File: src/rtl/anel_6bits_decoder_if.sv
// Bus between the 6-bit ring-phase decoder and its user: sample strobe and one-hot
// phase in, decoded index, status flags and revolution count out.
`timescale 1ns/1ps
interface anel_6bits_decoder_if #(
    parameter int unsigned REV_W = 8
);
    logic             enable;
    logic [5:0]       ring_in;
    logic [2:0]       index;
    logic             valid;
    logic             locked;
    logic             error;
    logic             wrap;
    logic [REV_W-1:0] rev_count;

    modport master (
        output enable, ring_in,
        input  index, valid, locked, error, wrap, rev_count
    );

    modport slave (
        input  enable, ring_in,
        output index, valid, locked, error, wrap, rev_count
    );
endinterface

File: src/rtl/anel_6bits_decoder.sv
// Decodes a one-hot 6-phase ring vector to a binary index, tracks lock on
// consecutive forward steps and counts revolutions while locked.
`timescale 1ns/1ps
module anel_6bits_decoder #(
    parameter int unsigned LOCK_STEPS = 3,
    parameter int unsigned REV_W      = 8
) (
    input  logic                  clk,
    input  logic                  clear,
    anel_6bits_decoder_if.slave   bus
);
    localparam int unsigned STEP_W = 4;

    typedef enum logic [1:0] {
        ST_UNLOCKED,
        ST_LOCKING,
        ST_LOCKED,
        ST_FAULT
    } state_t;

    state_t            state_q;
    logic [STEP_W-1:0] step_cnt_q;
    logic [2:0]        index_q;
    logic              valid_q;
    logic              error_q;
    logic              wrap_q;
    logic [REV_W-1:0]  rev_count_q;

    logic              onehot_c;
    logic [2:0]        pos_c;
    logic [2:0]        succ_c;
    logic              correct_c;
    logic              lock_done_c;

    // One-hot detection and position of the set bit
    always_comb begin
        onehot_c = ($countones(bus.ring_in) == 1);
        pos_c    = 3'd0;
        for (int i = 0; i < 6; i++) begin
            if (bus.ring_in[i]) pos_c = 3'(i);
        end
    end

    assign succ_c      = (index_q == 3'd5) ? 3'd0 : index_q + 3'd1;
    assign correct_c   = onehot_c && (pos_c == succ_c);
    assign lock_done_c = ((5'(step_cnt_q) + 5'd1) == 5'(LOCK_STEPS));

    always_ff @(posedge clk) begin
        if (clear) begin
            state_q     <= ST_UNLOCKED;
            step_cnt_q  <= '0;
            index_q     <= 3'd0;
            valid_q     <= 1'b0;
            error_q     <= 1'b0;
            wrap_q      <= 1'b0;
            rev_count_q <= '0;
        end else begin
            wrap_q <= 1'b0;
            if (bus.enable) begin
                valid_q <= onehot_c;
                if (onehot_c) index_q <= pos_c;
                unique case (state_q)
                    ST_UNLOCKED: begin
                        if (onehot_c) begin
                            state_q    <= ST_LOCKING;
                            step_cnt_q <= '0;
                        end
                    end
                    ST_LOCKING: begin
                        if (correct_c) begin
                            step_cnt_q <= step_cnt_q + STEP_W'(1);
                            if (lock_done_c) state_q <= ST_LOCKED;
                        end else if (onehot_c) begin
                            step_cnt_q <= '0;
                        end else begin
                            state_q    <= ST_UNLOCKED;
                            step_cnt_q <= '0;
                        end
                    end
                    ST_LOCKED: begin
                        if (correct_c) begin
                            // A forward step landing on phase 0 closes one revolution
                            if (pos_c == 3'd0) begin
                                rev_count_q <= rev_count_q + REV_W'(1);
                                wrap_q      <= 1'b1;
                            end
                        end else begin
                            state_q <= ST_FAULT;
                            error_q <= 1'b1;
                        end
                    end
                    ST_FAULT: begin
                        if (onehot_c) begin
                            state_q    <= ST_LOCKING;
                            step_cnt_q <= '0;
                        end
                    end
                    default: state_q <= ST_UNLOCKED;
                endcase
            end
        end
    end

    assign bus.index     = index_q;
    assign bus.valid     = valid_q;
    assign bus.locked    = (state_q == ST_LOCKED);
    assign bus.error     = error_q;
    assign bus.wrap      = wrap_q;
    assign bus.rev_count = rev_count_q;
endmodule
File: src/flat_wrapper.sv
// flat-port wrapper written by rule: the top's interface ports become plain ports
module anel_6bits_decoder_flat 
#(
    parameter int unsigned LOCK_STEPS = 3,
    parameter int unsigned REV_W      = 8
)
  (clk, clear, bus_enable, bus_ring_in, bus_index, bus_valid, bus_locked, bus_error, bus_wrap, bus_rev_count);
  anel_6bits_decoder_if #(.REV_W(REV_W)) bus_i ();
  input  logic clk;
  input  logic clear;
  input wire logic [$bits(bus_i.enable)-1:0] bus_enable;
  input wire logic [$bits(bus_i.ring_in)-1:0] bus_ring_in;
  output wire logic [$bits(bus_i.index)-1:0] bus_index;
  output wire logic [$bits(bus_i.valid)-1:0] bus_valid;
  output wire logic [$bits(bus_i.locked)-1:0] bus_locked;
  output wire logic [$bits(bus_i.error)-1:0] bus_error;
  output wire logic [$bits(bus_i.wrap)-1:0] bus_wrap;
  output wire logic [$bits(bus_i.rev_count)-1:0] bus_rev_count;
  assign bus_i.enable = bus_enable;
  assign bus_i.ring_in = bus_ring_in;
  assign bus_index = bus_i.index;
  assign bus_valid = bus_i.valid;
  assign bus_locked = bus_i.locked;
  assign bus_error = bus_i.error;
  assign bus_wrap = bus_i.wrap;
  assign bus_rev_count = bus_i.rev_count;
  anel_6bits_decoder #(.LOCK_STEPS(LOCK_STEPS), .REV_W(REV_W)) u_core (.clk(clk), .clear(clear), .bus(bus_i));
endmodule
File: config.mk
export PLATFORM = sky130hd
export DESIGN_NAME = anel_6bits_decoder_flat
export DESIGN_NICKNAME = d
export VERILOG_FILES = /design/src/rtl/anel_6bits_decoder_if.sv /design/src/rtl/anel_6bits_decoder.sv /design/src/flat_wrapper.sv
export SDC_FILE = /design/constraint.sdc
export NUM_CORES = 1
export LEC_CHECK = 0
export CORE_AREA = 8 8 66 68
export CTS_CLUSTER_DIAMETER = 120
export CTS_CLUSTER_SIZE = 14
export DETAILED_ROUTE_END_ITERATION = 12
export DIE_AREA = 0 0 74 76
export PLACE_DENSITY = 0.62
export RECOVER_POWER = 100
export SKIP_LAST_GASP = 1
export SLEW_MARGIN = 10
export SYNTH_ARGS = -nofsm -noshare
export SYNTH_HDL_FRONTEND = slang
export SYNTH_SLANG_ARGS = --single-unit
File: constraint.sdc
create_clock -name clk -period 4.6 [get_ports clk]
set_input_delay 0.46 -clock clk [delete_from_list [all_inputs] [get_ports clk]]
set_output_delay 0.46 -clock clk [all_outputs]
set_load 0.05 [all_outputs]
**Word level (Yosys, flattened, before mapping)**

Index checks and enable logic that the tools add are counted.
W data, S select, Z words.

- Latch bits: 0
- Register bits: 20
- Memory bits (writable): 0
- ROM bits: 0
- Memories: 0
- Output and inout port bits: 15

- Bitwise operators: 3
- Equality and inequality tests: 11
- Add/subtract/negate cells: 9
- $mul: 0
- Div/mod/pow operators: 0
- Mux-type cells: 16
- Reduce and logical (&&, ||, !) cells: 11
- $lt $le $gt $ge: 0
- Shift operators: 0

Operators by type and width:

| kind | count |
|---|---|
| $add A32 B32 Y32 | 2 |
| $eq A32 B2 Y1 const B | 1 |
| $mux W2 | 7 |
| $mux W3 | 3 |
| $add A8 B1 Y8 const B | 1 |
| $mux W4 | 2 |
| $pmux W4 S2 | 1 |
| $add A1 B1 Y2 | 3 |
| $ne A3 B3 Y1 const B | 2 |
| $pmux W2 S3 | 1 |
| $reduce_and A3 Y1 | 2 |
| $add A4 B1 Y5 const B | 1 |
| $eq A5 B2 Y1 const B | 1 |
| $reduce_and A5 Y1 | 1 |
| $add A4 B1 Y4 const B | 1 |
| $eq A2 B2 Y1 const B | 2 |
| $reduce_and A4 Y1 | 1 |
| $reduce_or A4 Y1 | 1 |
| $add A3 B1 Y3 const B | 1 |
| $eq A3 B3 Y1 | 1 |
| $eq A3 B3 Y1 const B | 1 |
| $logic_not A3 Y1 | 1 |
| $not A1 Y1 | 3 |
| $eq A2 B1 Y1 const B | 1 |
| 8 further kinds | 9 |

**Longest topological paths before layout**

- Word-level depth: 9
- Depth in mapped cells: 10
- Depth with buffers taken out: 10

**Worst setup path after synthesis**

No wires, ideal clock.

- Kind: in2reg
- Start point: input port bus_ring_in[0]
- End point: register u_core.rev_count_q[7], in the netlist u_core.bus.rev_count[7]
- Stages on the path: 9
- Path slack: 1.321 ns
- Required time: 4.477 ns
- Setup time: 0.123 ns
- Buffers on the path: 0
- Arrival time: 3.156 ns
- Path through: ha_1 > fa_1 > ha_1 > nor4b_4 > nand2_2 > nor4_4 > nand2_4 > nor4_1 > mux2_1

- Longest elaborated chain between the ends: 6

Ends and longest elaborated chain:

| element | RTL line | text |
|---|---|---|
| from (decl) | flat_wrapper.sv:12 | `input wire logic [$bits(bus_i.ring_in)-1:0] bus_ring_in;` |
| $add A1 B1 Y2 (not written as such) | anel_6bits_decoder.sv:37 | `onehot_c = ($countones(bus.ring_in) == 1);` |
| $add A32 B32 Y32 (not written as such) (2 in a row) | anel_6bits_decoder.sv:37 |  |
| $eq A32 B2 Y1 | anel_6bits_decoder.sv:37 |  |
| $logic_and A1 B1 Y1 | anel_6bits_decoder.sv:45 | `assign correct_c = onehot_c && (pos_c == succ_c);` |
| $reduce_and A4 Y1 (no source line) | n/a |  |
| to (signal assigned) | anel_6bits_decoder.sv:84 | `rev_count_q <= rev_count_q + REV_W'(1);` |
| to (decl) | anel_6bits_decoder.sv:27 | `logic [REV_W-1:0] rev_count_q;` |

Every way passes these cells.
A chain may end at the register's enable or synchronous reset.

**Final worst setup path**

- Start point: input port bus_ring_in[4]
- End point: register u_core.rev_count_q[7], in the netlist u_core.bus.rev_count[7]

- Longest elaborated chain between the ends: 5
- Elaborated cells on any way between the ends: 9

Ends and longest elaborated chain:

| element | RTL line |
|---|---|
| $add A1 B1 Y2 (not written as such) / $mux W3 (equally long branches) | anel_6bits_decoder.sv:37, anel_6bits_decoder.sv:40 |
| $add A32 B32 Y32 (not written as such) / $mux W3 (equally long branches) | anel_6bits_decoder.sv:37, anel_6bits_decoder.sv:40 |
| $eq A32 B2 Y1 / $eq A3 B3 Y1 (equally long branches) | anel_6bits_decoder.sv:37, anel_6bits_decoder.sv:45 |
| $logic_and A1 B1 Y1 | anel_6bits_decoder.sv:45 |
| $reduce_and A4 Y1 (no source line) (*) | n/a |

Mark *: on every way between the ends. The rest lies on a longest branch, timed or not.

==> run metrics <==
status finished, final reports clean; Primary FF master, synth dfxtp_1; nets 191; maximum clock path buffer count 2; Max-slew headroom 0.477; dpl cells 212; drt drc 0; largest cells by area after synthesis dfxtp_1, ha_1, nand3_1; clk root buf clkbuf_4; initial antenna violation count 0; instance area after placement 1540 sq um; design area 1560 sq um; # IOs 24; Final Hold Viols 0; Initial DRC Count 48; die area 5620 sq um; Lkg Pwr 0.645 nW; Reg clk slew, reported paths 120 ps; vias in the first global route 1119; initial core utilization 0.365; post-route insts no fill 216; Post-synth top cells dfxtp_1, nor2_1, ha_1, inv_1, nand3_1; Synth Cell Area 1260 sq um; EDFF count, synth 0; Critical Path AT 4150 ps; critical path's largest stage delay 610 ps; CTS Sinks 20; total global-route track usage 0.106; Mapped Cells 144; height of the chip 76 microns; layout cell share with drive strength beyond 1 0.0476; vias per cell 5.14; RePlAce Congestion 0.814; synthesized net count 166; WL per Instance 13.0 microns; Pre-Repair DR Iteration Count 4; Crit-path slowest cell dlygate4sd3_1; Crit. End Element flop; most area-hungry cell type in the Yosys netlist dfxtp_1; post-synthesis sequential area ratio 0.319; Die Wd 74 microns; period utilization 0.857; final setup TNS 0 ps; fill count 345; # hold bufs at CTS 0; Max Freq 0.254 GHz; clk_lat worst skew 300 ps; CTS tree built; Core Region 3440 sq um; input/output buffers 23; Worst Path Buf+Inv 2; hpwl dp 2220 microns; gr ovfl total 0; worst slack, placed 543 ps; Worst Skew 8.77 ps; Diodes inserted 0; pwr dens 312 nW/um^2; worst slew pin tran 782 ps; final worst slack 657 ps; Tmin final 3940 ps; Async S/R FF share, synth 0; most common cell in the netlist dfxtp_1; Synth top area share 0.319; worst path cell trace dlygate4sd3_1 > inv_1 > ha_1 > fa_1 > ha_1 > nor4b_4 > nand2_1 > nor4_4 > nand2_1 > nor4_1 > mux2_1; Ys Warns 0; Vias 1110; Setup Viol. Count Final 0; crit path kind in2reg; Worst Path Required 4810 ps; total of max-cap violations 0; Avg Cell Area, Syn 8.72 sq um; final WL 2800 microns; row cnt 22; CTS H-tree depth 1; Yosys cell types 44; first-pass GRT wire length 4860 microns; CTS Buf Count 3; fin util 0.454; critical path fanouts, max 10; antenna-violating nets left 0; HP Class reg2reg; Top delay family on crit path simple AND/OR/NAND/NOR gates; pin count of the biggest net entering global routing 23; worst vdd ir 0.185 mV; setup repair after global routing missed its margin false; Slew Limit Fails 0; Post-CTS Setup Bufs 0; crit start category primary input; P&R area growth vs syn 24.3%; synthesis-stage register bit count 20; CTS resizes 0
path summary, 6_finish.rpt:
path | start | cells past startpoint | slack, ps | end
max reg2reg | u_core.bus.index[0] | 6 | 2090 | u_core.bus.rev_count[7]
min | u_core.bus.valid | 2 | 480 | u_core.bus.valid
max | bus_ring_in[4] | 11 | 660 | u_core.bus.rev_count[7]
min reg2reg | u_core.bus.valid | 2 | 480 | u_core.bus.valid
stage by stage:
stage	total power, W	hold slack (ps)
floorplan	0.000342	470
global placement	0.000391	485
detailed placement	0.000394	466
CTS	0.000499	485
global route	0.000520	529
finish	0.000487	482
layout by cell type, fill, tap and decap left out, types with 2 or more instances in the layout:
| master | instances |
|---|---|
| a21oi_1 | 10 |
| a31oi_1 | 4 |
| and2_0 | 2 |
| clkbuf_4 | 3 |
| clkdlybuf4s50_1 | 7 |
| dfxtp_1 | 20 |
| dlygate4sd3_1 | 16 |
| fa_1 | 2 |
| ha_1 | 11 |
| inv_1 | 11 |
| nand2_1 | 11 |
| nand2b_1 | 3 |
| nand3_1 | 11 |
| nand4b_1 | 2 |
| nor2_1 | 14 |
| nor2b_1 | 2 |
| nor3_1 | 3 |
| nor3b_1 | 2 |
| nor4_4 | 2 |
| o21ai_0 | 4 |
| o31ai_1 | 2 |
| or4_1 | 2 |
| xor2_1 | 3 |
area by class of cell:
type | instances | area, sq um | area share
flip-flops and latches | 20 | 400 | 0.256
clock buffers | 4 | 36.3 | 0.0232
multi-input cells | 110 | 793 | 0.508
repair buffers | 23 | 230 | 0.147
well taps | 48 | 60.1 | 0.0385
inverters | 11 | 41.3 | 0.0264
logic make-up after synthesis:
family                   share of synthesized area
AO/OA/AOI/OAI                                0.141
XOR/XNOR                                    0.0279
adder cells (fa/ha/maj)                      0.141
buffers and inverters                       0.0418
flip-flops                                   0.319
multiplexers                                0.0169
AND/OR/NAND/NOR                              0.312
per-layer routing:
layer,vias to the layer above,routed length [microns],global-route usage
li1,567,-,-
met1,522,1280,0.117
met2,16,1370,0.188
met3,5,111,0.0303
met4,0,31,0.0300
met5,-,0,0
worst min-delay path, cell delays in order (launching register included):
cell,delay [ps]
dfxtp_1,330
nand2b_1,60
a21oi_1,60
flip-flops by register name (all words and copies together), names as in the netlist:
| register | flops |
|---|---|
| u_core.bus.rev_count | 8 |
| u_core.step_cnt_q | 4 |
| u_core.bus.index | 3 |
| u_core.state_q | 2 |
| u_core.bus.error | 1 |
| u_core.bus.valid | 1 |
| u_core.bus.wrap | 1 |
power breakdown:
part | switching [W] | internal (W)
clock network | 0.0000545 | 0.0000483
logic | 0.000115 | 0.0000723
registers | 0.0000112 | 0.000186
total | 0.000180 | 0.000306
(Power assumes the default switching activity.)
